`src/rtl/mont_expo_192_pkg.sv`:
```
// Shared constants for the Montgomery modular exponentiator: default width,
// modulus, Montgomery constant and the controller state encoding.
package mont_expo_192_pkg;

    localparam int DEF_WIDTH = 192;
    localparam logic [191:0] DEF_MODULUS = 192'hfffffffffffffffffffffffffffffffeffffffffffffffff;
    // 2^(2*192) mod DEF_MODULUS, used to move operands into Montgomery form.
    localparam logic [191:0] DEF_R2 = 192'h000000000000000100000000000000020000000000000001;

    typedef logic [2:0] state_t;

    localparam state_t ST_IDLE  = 3'd0;
    localparam state_t ST_PRE_X = 3'd1;
    localparam state_t ST_PRE_1 = 3'd2;
    localparam state_t ST_SQR   = 3'd3;
    localparam state_t ST_MUL   = 3'd4;
    localparam state_t ST_POST  = 3'd5;
    localparam state_t ST_DONE  = 3'd6;

endpackage

```
`src/rtl/mont_expo_192_mont_mult.sv`:
```
// Bit-serial radix-2 Montgomery multiplier: p = a*b*2^-W mod m.
// Requires b < m; a may be any W-bit value; the result is always < m.
module mont_mult
    import mont_expo_192_pkg::*;
#(
    parameter int W = DEF_WIDTH
) (
    input  logic         clk,
    input  logic         reset,
    input  logic         go,
    input  logic [W-1:0] a,
    input  logic [W-1:0] b,
    input  logic [W-1:0] m,
    output logic [W-1:0] p,
    output logic         rdy
);

    // Handshake: go is a one-cycle request, accepted on the clock edge where
    // it is high (operands a and b are captured on that edge, m must stay
    // constant). Exactly W+1 edges later p is loaded and rdy pulses for one
    // cycle; p then holds until the next result. A new go may be issued in
    // the same cycle that rdy is high.
    localparam int CW = $clog2(W);

    logic [W+1:0] t;
    logic [W+1:0] sum_ab;
    logic [W+1:0] sum_m;
    logic [W+1:0] t_next;
    logic [W-1:0] t_red;
    logic [W-1:0] a_sh;
    logic [W-1:0] b_r;
    logic [CW-1:0] cnt;
    logic busy;
    logic fin;

    // The accumulator stays below 2m, so W+2 bits cover t + b + m.
    always_comb begin
        sum_ab = t + (a_sh[0] ? {2'b00, b_r} : '0);
        sum_m  = sum_ab[0] ? sum_ab + {2'b00, m} : sum_ab;
        t_next = sum_m >> 1;
        t_red  = (t >= {2'b00, m}) ? W'(t - {2'b00, m}) : W'(t);
    end

    always_ff @(posedge clk or posedge reset) begin
        if (reset) begin
            t    <= '0;
            a_sh <= '0;
            b_r  <= '0;
            cnt  <= '0;
            busy <= 1'b0;
            fin  <= 1'b0;
            p    <= '0;
            rdy  <= 1'b0;
        end else begin
            rdy <= 1'b0;
            if (go) begin
                t    <= '0;
                a_sh <= a;
                b_r  <= b;
                cnt  <= '0;
                busy <= 1'b1;
                fin  <= 1'b0;
            end else if (busy) begin
                t    <= t_next;
                a_sh <= {1'b0, a_sh[W-1:1]};
                if (cnt == CW'(W - 1)) begin
                    busy <= 1'b0;
                    fin  <= 1'b1;
                end else begin
                    cnt <= cnt + 1'b1;
                end
            end else if (fin) begin
                fin <= 1'b0;
                p   <= t_red;
                rdy <= 1'b1;
            end
        end
    end

endmodule

```
`src/rtl/mont_expo_192.sv`:
```
// Left-to-right square-and-multiply exponentiator z = x^y mod MODULUS built
// around one shared Montgomery multiplier; the multiplier's result register is acc.
module mont_expo_192
    import mont_expo_192_pkg::*;
#(
    parameter int WIDTH = DEF_WIDTH,
    parameter logic [WIDTH-1:0] MODULUS = DEF_MODULUS,
    parameter logic [WIDTH-1:0] R2 = DEF_R2
) (
    input  logic             clk,
    input  logic             reset,
    input  logic [WIDTH-1:0] x,
    input  logic [WIDTH-1:0] y,
    input  logic             start,
    output logic [WIDTH-1:0] z,
    output logic             done1,
    output state_t           dbg_state
);

    localparam int KW = $clog2(WIDTH);
    localparam logic [WIDTH-1:0] ONE = {{(WIDTH - 1){1'b0}}, 1'b1};

    state_t state;
    logic start_q;
    logic launch;
    logic [WIDTH-1:0] y_r;
    logic [WIDTH-1:0] xb;
    logic [WIDTH-1:0] acc;
    logic [KW-1:0] k;
    logic k_last;
    logic bit_set;
    logic mm_go;
    logic mm_rdy;
    logic [WIDTH-1:0] mm_a;
    logic [WIDTH-1:0] mm_b;

    assign dbg_state = state;

    // The next multiply is issued in the same cycle the previous result
    // appears, taking its operands straight from acc, so back-to-back
    // operations cost exactly one multiplier latency each.
    always_comb begin
        launch  = start & ~start_q & ((state == ST_IDLE) || (state == ST_DONE));
        k_last  = (k == '0);
        bit_set = y_r[k];
        mm_go   = 1'b0;
        mm_a    = '0;
        mm_b    = '0;
        case (state)
            ST_IDLE, ST_DONE: begin
                if (launch) begin
                    mm_go = 1'b1;
                    mm_a  = x;
                    mm_b  = R2;
                end
            end
            ST_PRE_X: begin
                if (mm_rdy) begin
                    mm_go = 1'b1;
                    mm_a  = ONE;
                    mm_b  = R2;
                end
            end
            ST_PRE_1: begin
                if (mm_rdy) begin
                    mm_go = 1'b1;
                    mm_a  = acc;
                    mm_b  = acc;
                end
            end
            ST_SQR: begin
                if (mm_rdy) begin
                    mm_go = 1'b1;
                    mm_a  = acc;
                    mm_b  = bit_set ? xb : (k_last ? ONE : acc);
                end
            end
            ST_MUL: begin
                if (mm_rdy) begin
                    mm_go = 1'b1;
                    mm_a  = acc;
                    mm_b  = k_last ? ONE : acc;
                end
            end
            default: ;
        endcase
    end

    // start_q resets to 1 so a start held high through reset is not an edge.
    always_ff @(posedge clk or posedge reset) begin
        if (reset) begin
            state   <= ST_IDLE;
            start_q <= 1'b1;
            y_r     <= '0;
            xb      <= '0;
            k       <= '0;
            z       <= '0;
            done1   <= 1'b0;
        end else begin
            start_q <= start;
            case (state)
                ST_IDLE, ST_DONE: begin
                    if (launch) begin
                        y_r   <= y;
                        done1 <= 1'b0;
                        state <= ST_PRE_X;
                    end
                end
                ST_PRE_X: begin
                    if (mm_rdy) begin
                        xb    <= acc;
                        state <= ST_PRE_1;
                    end
                end
                ST_PRE_1: begin
                    if (mm_rdy) begin
                        k     <= KW'(WIDTH - 1);
                        state <= ST_SQR;
                    end
                end
                ST_SQR: begin
                    if (mm_rdy) begin
                        if (bit_set) begin
                            state <= ST_MUL;
                        end else if (k_last) begin
                            state <= ST_POST;
                        end else begin
                            k <= k - 1'b1;
                        end
                    end
                end
                ST_MUL: begin
                    if (mm_rdy) begin
                        if (k_last) begin
                            state <= ST_POST;
                        end else begin
                            k     <= k - 1'b1;
                            state <= ST_SQR;
                        end
                    end
                end
                ST_POST: begin
                    if (mm_rdy) begin
                        z     <= acc;
                        done1 <= 1'b1;
                        state <= ST_DONE;
                    end
                end
                default: state <= ST_IDLE;
            endcase
        end
    end

    mont_mult #(.W(WIDTH)) u_mm (
        .clk   (clk),
        .reset (reset),
        .go    (mm_go),
        .a     (mm_a),
        .b     (mm_b),
        .m     (MODULUS),
        .p     (acc),
        .rdy   (mm_rdy)
    );

endmodule

```
`config.mk`:
```
export PLATFORM = sky130hd
export DESIGN_NAME = mont_expo_192
export DESIGN_NICKNAME = d
export VERILOG_FILES = /design/src/rtl/mont_expo_192_pkg.sv /design/src/rtl/mont_expo_192_mont_mult.sv /design/src/rtl/mont_expo_192.sv
export SDC_FILE = /design/constraint.sdc
export NUM_CORES = 2
export LEC_CHECK = 0
export CAP_MARGIN = 20
export CORE_ASPECT_RATIO = 0.75
export CORE_MARGIN = 8
export CORE_UTILIZATION = 50
export DETAILED_ROUTE_END_ITERATION = 7
export GPL_TIMING_DRIVEN = 0
export PLACE_DENSITY = 0.72
export REMOVE_ABC_BUFFERS = 1
export SLEW_MARGIN = 20
export SYNTH_ARGS = -nofsm -noshare
export SYNTH_HDL_FRONTEND = slang
export SYNTH_SLANG_ARGS = --single-unit
```
`constraint.sdc`:
```
create_clock -name clk -period 94.6 [get_ports clk]
set_clock_uncertainty 0.15 [all_clocks]
set_input_delay 23.65 -clock clk [delete_from_list [all_inputs] [get_ports clk]]
set_output_delay 23.65 -clock clk [all_outputs]
set_load 0.02 [all_outputs]
```
==> results.toml <==
[synth]
yosysSeqAreaShare = 0.4222
synthesis.instances = 8415
avgSynthCellArea_um2 = 9.643
synth_edf_count = 0
synth_area_leaders = "dfrtp_1 42%, mux2_2 8.1%, o21ai_0 4.5%"
syn_area_um2 = 81140
synth_top_area_cell = "dfrtp_1"
yosysWarnings = 0
synthArstFlopShare = 1.000
synthFlopType = "dfrtp_1"
synth_commonest_cells = "1368 x dfrtp_1, 756 x nand2_1, 730 x o21ai_0"
yosysUniqueCellTypes = 121
synth_most_common_cell = "dfrtp_1"
yosysTopAreaCellShare = 0.4219
synth_seq_cells = 1369

[detailed_routing]
top_layer = "met5"
finalWirelength_um = 341700
wl_per_cell_um = 30.91
vias_per_cell = 6.705
vias = 74120
dr.pass1.iters = 8
ant_nets = 0
wl_met3_um = 46480
drt-met1-wl_um = 161000
route.met2.wl_um = 128100
drtIter0Drc = 10060
drc = 0

[clock_tree]
post_cts_buffers = 0
cts_hold_buf = 0
cts_root_buf = "clkbuf_16"
clk_pin_slew_ns = 0.06
cts_buffers = 139
clk-insertion-delay-late_ns = 0.82
cts_buffer_depth = 3
cts.sinks = 1369
post_cts_resized = 0
cts_tree = "yes"
h-tree-depth = 4

[global_routing]
globalRouteTotalUtil = 0.3772
grt_pass1_wl_um = 493300
grt_max_degree = 108
antenna_found_initial = 13
grt_pass1_vias = 70340
grt_overflow = 0

[power]
p_leak_nw = 43.43
cellPowerDensity_nw_per_um2 = 12.71
ir_drop_uv = 18.57

[sta]
tns_ns = 0
fin_ws_ns = 66.02
setup_viol = 0
rsz0062_at_grt = "false"
max_clock_freq_ghz = 0.03499
period_share = 0.3021
fin_crit_ns = 28.58
drv_slew = 0
hold_viol_final = 0
tightest_slew_ns = 1.401
slew_headroom = 0.05399
whs_ns = 0.3328

[floorplanning]
io_pins = 583
rows = 128
die_x_um = 481.2
die_y_um = 364.9
die-area_um2 = 175600
coreArea_um2 = 161800
start_util = 0.5016

[critical_path]
crit_fanout = 9
crit_arrival_ns = 29.15
start_kind = "input port"
cp.required_ns = 95.17
critical_path_class = "input port to register"
cp-end-kind = "register"

[finish]
layoutNonFillerInstCount = 11060
area_growth_pct = 17.16
fin_util = 0.5877
layout.nets = 9376
drive_gt1_frac = 0.1355

[place]
hpwlAfterDp_um = 274700
gp_congestion = 1.048
placed_cells = 10790
place_ws_ns = 65.43
io_buffers = 582

[status]
outcome = "completed"

[hold_path]
hp-class = "register to register"

[job]
cap_violations = 0
[power by group]
part           switching [mW]  internal [mW]  total, mW
logic                  0.0191         0.0225     0.0417
clock network           0.248          0.321      0.568
registers             0.00528          0.593      0.598
total                   0.272          0.936       1.21
[per-stage QoR]
stage          area (um^2)  power, mW
2_1_floorplan        79110     0.6254
3_3_place_gp         87620     0.6488
3_5_place_dp         90330     0.6506
4_1_cts              94990      1.215
5_1_grt              95040      1.241
6_report             95070      1.208
[worst max-delay path, stage by stage]
cell and delay (ns):
clkdlybuf4s50_1 0.47, nor2b_1 0.31, nor4b_2 0.69, buf_4 0.28
buf_4 0.18, buf_2 0.24, buf_2 0.25, buf_2 0.25
buf_4 0.20, buf_2 0.22, buf_2 0.24, buf_4 0.18
buf_2 0.19, buf_2 0.25, buf_2 0.26, buf_2 0.28
buf_2 0.25, buf_2 0.27, buf_2 0.26, a22oi_1 0.09
o21ai_0 0.09
[layer usage]
| metal | GRT usage | vias up |
|---|---|---|
| met3 | 0.1491 | 325 |
| met1 | 0.6004 | 37930 |
| li1 | - | 31900 |
| met4 | 0.06729 | 8 |
| met2 | 0.4758 | 3965 |
| met5 | 0 | - |
[cell type report]
| class | instances | area, um^2 |
|---|---|---|
| antenna | 11 | 27.53 |
| clock inverter | 51 | 584.3 |
| tap | 2145 | 2684 |
| sequential | 1369 | 34280 |
| fill | 13440 | 66690 |
| inverter | 269 | 1018 |
| clock buffer | 197 | 4080 |
| multi-input combinational | 6262 | 44110 |
| timing repair buffer | 751 | 8292 |
[placed cells by master (no fill, tap or decap), drive strengths merged, types with 51 or more instances in the layout]
master	n
a211oi	52
a21o	65
a21oi	465
a222oi	190
a22oi	208
and2	240
and3	76
buf	167
clkbuf	198
clkdlybuf4s50	582
dfrtp	1368
ha	196
inv	282
mux2	583
mux2i	252
mux4	63
nand2	757
nand3	186
nand4	210
nor2	545
nor3	143
nor4	86
o21a	57
o21ai	766
or3	51
xnor2	219
xor2	210
[path summary, 6_finish.rpt]
path	from	end	depth (start not counted)	slack, ns
worst max-delay path	start	u_mm.a_sh[166]	21	66.02
worst min-delay path	xb[88]	u_mm.b_r[88]	2	0.33
worst max register to register	u_mm.a_sh[0]	u_mm.t[187]	18	84.55
worst min register to register	xb[88]	u_mm.b_r[88]	2	0.33
max in group asynchronous	reset	xb[172]	9	67.81
min in group asynchronous	reset	u_mm.a_sh[37]	2	23.05
[logic make-up after synthesis]
group / share of synthesized area
and+or+nand+nor: 0.1535
DFF: 0.4222
xor gates and xnor gates: 0.04654
adders and majority gates: 0.03047
AOI/OAI and AO/OA: 0.1803
buffers and inverters: 0.03755
muxes: 0.1295
[registers in the layout, indices dropped and copies added (netlist names)]
| register | count |
|---|---|
| u_mm.t | 193 |
| u_mm.a_sh | 192 |
| u_mm.b_r | 192 |
| u_mm.p | 192 |
| xb | 192 |
| y_r | 192 |
| z | 192 |
| k | 8 |
| u_mm.cnt | 8 |
| dbg_state | 3 |
| done1 | 1 |
| start_q | 1 |
| u_mm.busy | 1 |
| u_mm.fin | 1 |
| u_mm.rdy | 1 |
Note: power is estimated with default switching activity, not from simulation.
